`src/rtl/injector_run_controller.sv`:
```
// Run sequencer for massive_traffic_injector: retires queues outside the active
// set, gates the injector for a packet budget, then waits for the stream to drain.
module injector_run_controller #(
    parameter int QUEUE_INDEX_WIDTH = 16,
    parameter int CNT_WIDTH         = 32,
    parameter int DRAIN_IDLE_CYCLES = 64
) (
    input  logic                         clk,
    input  logic                         rst,
    input  logic                         cfg_start,
    input  logic                         cfg_abort,
    input  logic [QUEUE_INDEX_WIDTH:0]   cfg_active_queues,
    input  logic [CNT_WIDTH-1:0]         cfg_pkt_budget,
    output logic                         inj_enable,
    output logic [QUEUE_INDEX_WIDTH-1:0] inj_stop_queue_idx,
    output logic                         inj_stop_cmd_valid,
    input  logic                         mon_tvalid,
    input  logic                         mon_tready,
    input  logic                         mon_tlast,
    output logic                         busy,
    output logic                         done,
    output logic                         aborted,
    output logic [CNT_WIDTH-1:0]         pkt_count
);
    localparam int QW = QUEUE_INDEX_WIDTH + 1;
    localparam int IW = $clog2(DRAIN_IDLE_CYCLES + 1);
    localparam logic [QW-1:0]        QUEUE_COUNT = {1'b1, {QUEUE_INDEX_WIDTH{1'b0}}};
    localparam logic [QW-1:0]        SWEEP_STEP  = QW'(32'd1);
    localparam logic [CNT_WIDTH-1:0] CNT_MAX     = {CNT_WIDTH{1'b1}};
    localparam logic [CNT_WIDTH-1:0] CNT_ONE     = CNT_WIDTH'(32'd1);
    localparam logic [IW-1:0]        IDLE_TARGET = IW'(DRAIN_IDLE_CYCLES);
    localparam logic [IW-1:0]        IDLE_ONE    = IW'(32'd1);

    typedef enum logic [2:0] {
        S_IDLE  = 3'd0,
        S_SWEEP = 3'd1,
        S_RUN   = 3'd2,
        S_DRAIN = 3'd3,
        S_DONE  = 3'd4
    } state_t;

    state_t                         r_state;
    logic [QW-1:0]                  r_active;
    logic [CNT_WIDTH-1:0]           r_budget;
    logic [QW-1:0]                  r_sweep_next;
    logic [IW-1:0]                  r_idle_cnt;
    logic                           r_in_pkt;
    logic                           r_enable;
    logic [QUEUE_INDEX_WIDTH-1:0]   r_stop_idx;
    logic                           r_stop_valid;
    logic                           r_busy;
    logic                           r_done;
    logic                           r_aborted;
    logic [CNT_WIDTH-1:0]           r_pkt_count;

    logic                           w_beat;
    logic                           w_pkt_done;
    logic [CNT_WIDTH-1:0]           w_cnt_inc;
    logic                           w_in_pkt_next;
    logic [IW-1:0]                  w_idle_next;
    logic                           w_sweep_last;
    logic                           w_budget_hit;
    logic                           w_start_full;

    // Stream observation, saturating packet count and sweep/idle bookkeeping
    always_comb begin
        w_beat     = mon_tvalid & mon_tready;
        w_pkt_done = w_beat & mon_tlast;
        if (w_pkt_done && (r_pkt_count != CNT_MAX)) begin
            w_cnt_inc = r_pkt_count + CNT_ONE;
        end else begin
            w_cnt_inc = r_pkt_count;
        end
        if (w_beat) begin
            w_in_pkt_next = ~mon_tlast;
        end else begin
            w_in_pkt_next = r_in_pkt;
        end
        // A stalled beat or an open packet is not idle, even with tvalid low
        if (!mon_tvalid && !r_in_pkt) begin
            w_idle_next = r_idle_cnt + IDLE_ONE;
        end else begin
            w_idle_next = '0;
        end
        w_sweep_last = (r_sweep_next == QUEUE_COUNT);
        w_budget_hit = (w_cnt_inc >= r_budget);
        w_start_full = (cfg_active_queues == QUEUE_COUNT);
    end

    // Run state machine with registered injector controls and status
    always_ff @(posedge clk) begin
        if (rst) begin
            r_state      <= S_IDLE;
            r_active     <= '0;
            r_budget     <= '0;
            r_sweep_next <= '0;
            r_idle_cnt   <= '0;
            r_in_pkt     <= 1'b0;
            r_enable     <= 1'b0;
            r_stop_idx   <= '0;
            r_stop_valid <= 1'b0;
            r_busy       <= 1'b0;
            r_done       <= 1'b0;
            r_aborted    <= 1'b0;
            r_pkt_count  <= '0;
        end else begin
            r_in_pkt <= w_in_pkt_next;
            case (r_state)
                S_IDLE, S_DONE: begin
                    if (cfg_start) begin
                        r_active    <= cfg_active_queues;
                        r_budget    <= cfg_pkt_budget;
                        r_pkt_count <= '0;
                        r_aborted   <= 1'b0;
                        r_idle_cnt  <= '0;
                        if (w_start_full) begin
                            if (cfg_pkt_budget == '0) begin
                                r_state <= S_DONE;
                                r_done  <= 1'b1;
                                r_busy  <= 1'b0;
                            end else begin
                                r_state  <= S_RUN;
                                r_enable <= 1'b1;
                                r_done   <= 1'b0;
                                r_busy   <= 1'b1;
                            end
                        end else begin
                            r_state      <= S_SWEEP;
                            r_stop_valid <= 1'b1;
                            r_stop_idx   <= cfg_active_queues[QUEUE_INDEX_WIDTH-1:0];
                            r_sweep_next <= cfg_active_queues + SWEEP_STEP;
                            r_done       <= 1'b0;
                            r_busy       <= 1'b1;
                        end
                    end else begin
                        r_state <= r_state;
                    end
                end
                S_SWEEP: begin
                    if (cfg_abort) begin
                        r_state      <= S_DRAIN;
                        r_stop_valid <= 1'b0;
                        r_aborted    <= 1'b1;
                        r_idle_cnt   <= '0;
                    end else if (w_sweep_last) begin
                        r_stop_valid <= 1'b0;
                        if ((r_budget == '0) || (r_active == '0)) begin
                            r_state <= S_DONE;
                            r_done  <= 1'b1;
                            r_busy  <= 1'b0;
                        end else begin
                            r_state  <= S_RUN;
                            r_enable <= 1'b1;
                        end
                    end else begin
                        r_stop_idx   <= r_sweep_next[QUEUE_INDEX_WIDTH-1:0];
                        r_sweep_next <= r_sweep_next + SWEEP_STEP;
                    end
                end
                S_RUN: begin
                    r_pkt_count <= w_cnt_inc;
                    if (cfg_abort) begin
                        r_state    <= S_DRAIN;
                        r_enable   <= 1'b0;
                        r_aborted  <= 1'b1;
                        r_idle_cnt <= '0;
                    end else if (w_budget_hit) begin
                        r_state    <= S_DRAIN;
                        r_enable   <= 1'b0;
                        r_idle_cnt <= '0;
                    end else begin
                        r_state <= S_RUN;
                    end
                end
                S_DRAIN: begin
                    r_pkt_count <= w_cnt_inc;
                    if (cfg_abort) begin
                        r_aborted <= 1'b1;
                    end else begin
                        r_aborted <= r_aborted;
                    end
                    if (w_idle_next == IDLE_TARGET) begin
                        r_state    <= S_DONE;
                        r_done     <= 1'b1;
                        r_busy     <= 1'b0;
                        r_idle_cnt <= '0;
                    end else begin
                        r_idle_cnt <= w_idle_next;
                    end
                end
                default: begin
                    r_state      <= S_IDLE;
                    r_enable     <= 1'b0;
                    r_stop_valid <= 1'b0;
                    r_busy       <= 1'b0;
                end
            endcase
        end
    end

    assign inj_enable         = r_enable;
    assign inj_stop_queue_idx = r_stop_idx;
    assign inj_stop_cmd_valid = r_stop_valid;
    assign busy               = r_busy;
    assign done               = r_done;
    assign aborted            = r_aborted;
    assign pkt_count          = r_pkt_count;

endmodule

```
`config.mk`:
```
export PLATFORM = sky130hd
export DESIGN_NAME = injector_run_controller
export DESIGN_NICKNAME = d
export VERILOG_FILES = /design/src/rtl/injector_run_controller.sv
export SDC_FILE = /design/constraint.sdc
export NUM_CORES = 1
export LEC_CHECK = 0
export BUFFER_PORTS_ARGS = -buffer_cell sky130_fd_sc_hd__buf_2
export CORE_MARGIN = 2
export CORE_UTILIZATION = 58
export DETAILED_ROUTE_END_ITERATION = 12
export PLACE_DENSITY = 0.83
export SYNTH_ARGS = -nofsm -noshare
export SYNTH_HDL_FRONTEND = slang
export SYNTH_SLANG_ARGS = --single-unit
```
`constraint.sdc`:
```
create_clock -name clk -period 4.75 [get_ports clk]
set_input_delay 0.95 -clock clk [delete_from_list [all_inputs] [get_ports clk]]
set_output_delay 0.95 -clock clk [all_outputs]
set_load 0.01 [all_outputs]
```
==> results.txt <==
- Post-layout min period: 4.37 ns
* First-pass GRT wire length: 34700 µm
* Switching power summed over all nets: 1450 µW
* Fin Clk Skew: 0.00452 ns
* Antenna violations before repair: 0
* Leading cell type in the layout, fill and taps excluded: sky130_fd_sc_hd__nand2_1
- The longest clock path from root to sink contains 2 buffers.
- Global-route congestion overflow total: 0
- Number of flip-flops and latches in the synthesized netlist: 130
- In the final routing, the length of wire on met1 measures 9630 µm.
- Cell-internal power: 2560 µW
* PD cells: 450 nW/µm²
* Area added between synthesis and finish: 16.6%
* CTS tree: yes
- The run finished with clean final reports.
- Die area: 14100 µm²
- Count of hold buffers inserted by post-cts repair: 0
- Detailed routing placed a total of 9560 µm of wire on met2.
- The floorplan step defined a core boundary enclosing 12700 µm².
- Max VDD drop: 0.000275 V
- Async S/R FF share, synth: 0%
- GRT Overall Usage: 30.4%
* Routability congestion estimate: 0.968
* Critical Path Source Type: flop
* RSZ-0062 raised after global routing: no
* Synthesized Nets: 1106
* Number of clock sinks seen by CTS: 130
- Final Max Slew Viols: 0
* Std cell rows: 41
- Count of port buffers added during placement: 108
- DRT Wirelength: 21400 µm
- Summing every instance area after synthesis gives 7640 µm².
* Required time of the critical path: 5.08 ns
- Leading cell types by total area after synthesis: sky130_fd_sc_hd__dfxtp_1 34%, sky130_fd_sc_hd__nand2_1 8.1%, sky130_fd_sc_hd__a21oi_1 6.2%
- Beginning of the worst hold path: r_active[15]$_SDFFE_PP0P_
- The synthesized design spends more area on one cell type than any other, namely sky130_fd_sc_hd__dfxtp_1.
* Via count of the first global-routing pass: 6937
- Once the clock tree was built, the resizer swapped 0 gates to a different size.
* Post-synthesis cell count: 1015
- Entering global routing, the biggest net connects 57 pins.
- For this run, the top clock speed supported by timing is 229 MHz.
- Most frequent cells in the layout: 164 x sky130_fd_sc_hd__nand2_1, 130 x sky130_fd_sc_hd__dfxtp_1, 107 x sky130_fd_sc_hd__buf_2, 94 x sky130_fd_sc_hd__a21oi_1, 71 x sky130_fd_sc_hd__o21ai_0
- Data arrival, critical path: 4.70 ns
* # Max-Cap Violations: 0
* Switching power as a share of total power: 36.2%
- Critical path capture point type: flop
- Post-route worst hold slack: 0.455 ns
* Sequential-to-total area share from yosys stat: 34.1%
- Once detail routing completed, the nets flagged for antenna violations numbered 0.
- Level count of the clock H-tree: 4
- The initial utilization of the core area, before any placement, comes to 60.0%.
- The later pin in the worst-skew pair is clocked with a latency of 0.42 ns.
- In this run, synthesis inferred 0 flip-flops with an integrated enable.
* Count of distinct cell types in the synthesized netlist: 66
* Chip Width: 119 µm
- Clock tree synthesis selected as its root buffer the cell sky130_fd_sc_hd__clkbuf_16.
- Summing all placed instances gives a cell area of 8310 µm².
- In this run the critical register-to-register path is launched from pkt_count[17]$_SDFFE_PP0P_.
- Transition time at the pin with the least slew margin: 0.804 ns
* Number of DRC markers in iteration 0: 821
- Synthesis Warnings: 0
- Share of total power in sequential cells: 36.4%
* Overall via count from detail_route: 7967
- Of all nets on the critical path, the largest fanout is 8.
- Post-CTS setup buffers: 0
* Overall power of the completed layout: 4010 µW
* Synthesized area per cell: 7.53 µm²
* Number of iterations in the first detailed-routing pass: 6
* Count of nets after finishing: 1192
- The worst setup path is of the reg -> reg kind.
* Clock slew at the register clock pins of the worst setup and hold paths: 0.06 ns
- After detailed routing, the number of vias per cell comes to 6.20.
* Fraction of layout cells with a size suffix above 1: 15.9%
* Die height: 119 µm
- The tightest min-delay check is of the reg -> reg type.
- Final std cell area, no fill: 8910 µm²
* Number of buffers created by CTS: 17
- Gate power share: 31.1%
- After detailed routing, the average wire length per cell comes to 16.7 µm.
- Once routing completed, OpenROAD measured the worst setup slack at 0.377 ns.
- In the finished design, the share of the clock period the worst path needs comes to 92.1%.
* Top layer in use: met4
- The clock network accounts for 32.5% of the total power.
- In this run the count of I/O pins placed on the die edge is 109.
- After detailed routing, the met3 layer carries 1700 µm of wire.
* Top-area cell type share of the netlist area: 34.1%
- Dominant register cell in the synthesized netlist: sky130_fd_sc_hd__dfxtp_1
- Static power due to leakage: 0.00363 µW
- The repair_antennas step left the layout with diodes totalling 0.
- Measured against its own limit, the worst slew margin works out to 46.4%.
* Worst setup timing slack at the placement stage: 0.261 ns
* Fin. Hold Viols: 0
- Sum Neg Setup Slack: 0 ns
- Final setup vio count: 0
- Detailed-placement wirelength estimate: 15200 µm
* Number of design rule violations left after detail routing: 0
* Start point of the critical path: pkt_count[17]$_SDFFE_PP0P_
==> final timing paths <==
| kind | cells after the start | to | slack, ns |
|---|---|---|---|
| max | 15 | r_idle_cnt[2]$_SDFFE_PP0P_ | 0.38 |
| min | 2 | r_active[15]$_SDFFE_PP0P_ | 0.45 |
| max reg2reg | 15 | r_idle_cnt[2]$_SDFFE_PP0P_ | 0.38 |
| min reg2reg | 2 | r_active[15]$_SDFFE_PP0P_ | 0.45 |
==> power by group through the flow <==
| stage | combinational, µW | sequential (µW) | clock (µW) |
|---|---|---|---|
| 6_report | 1250 | 1460 | 1300 |
| 5_1_grt | 1380 | 1480 | 1370 |
| 4_1_cts | 1220 | 1450 | 1310 |
| 3_5_place_dp | 1210 | 1470 | 0 |
| 3_3_place_gp | 1200 | 1470 | 0 |
| 2_1_floorplan | 892 | 1440 | 0 |
==> layout make-up <==
class	count	area, µm²
fill	1096	3810
multi-input combinational	779	4640
sequential	130	2600
clock buffer	22	484
inverter	44	165
timing repair buffer	129	701
clock inverter	10	106
tap	172	215
==> through the flow <==
step	util, %	cells
after floorplan	-	1015
after global placement	65.3	1253
after detailed placement	65.3	1253
after CTS	70.0	1285
after global routing	70.0	1286
final	70.0	1286
==> sequential cells by signal, indices dropped and copies added (netlist names), 3 cells and up <==
register	cells
r_budget	32
r_active	17
r_idle_cnt	7
r_sweep_next	17
pkt_count	32
inj_stop_queue_idx	16
r_state	3
==> synth_stat cells, drive strengths merged (23+ instances only) <==
library cell	number
clkbuf	53
nand3	34
inv	44
ha	35
nor4	34
o21ai	71
dfxtp	130
a21oi	94
nor2	68
nand4	23
nand2	164
==> kinds of logic after synthesis <==
family	count (synthesis)	synth area share, %
AND/OR/NAND/NOR	420	26.7
AO/OA/AOI/OAI	281	23.1
flip-flops	130	34.1
buffers and inverters	106	5.32
XOR/XNOR	35	4.01
adder cells (fa/ha/maj)	35	5.73
multiplexers	8	1.06
==> worst max-delay path, cell delays in order (launching register included) <==
cell                       delay [ns]
sky130_fd_sc_hd__dfxtp_1         0.46
sky130_fd_sc_hd__nand4_1         0.26
sky130_fd_sc_hd__or4_4           0.64
sky130_fd_sc_hd__o31ai_4         0.41
sky130_fd_sc_hd__nor2_1          0.15
sky130_fd_sc_hd__nand3_1         0.15
sky130_fd_sc_hd__xnor2_1         0.17
sky130_fd_sc_hd__ha_1            0.30
sky130_fd_sc_hd__a21oi_1         0.17
sky130_fd_sc_hd__o21ai_0         0.10
sky130_fd_sc_hd__a221o_1         0.36
sky130_fd_sc_hd__a2111o_1        0.45
sky130_fd_sc_hd__nor2_1          0.14
sky130_fd_sc_hd__o211ai_1        0.11
sky130_fd_sc_hd__buf_4           0.20
sky130_fd_sc_hd__a211oi_1        0.21
==> layer usage <==
layer,GRT usage [%],vias to the layer above
li1,-,3838
met1,43.4,3717
met2,45.4,362
met3,5.79,50
met4,11.0,0
met5,0,-
No activity file was read; power rests on OpenSTA's default activity.
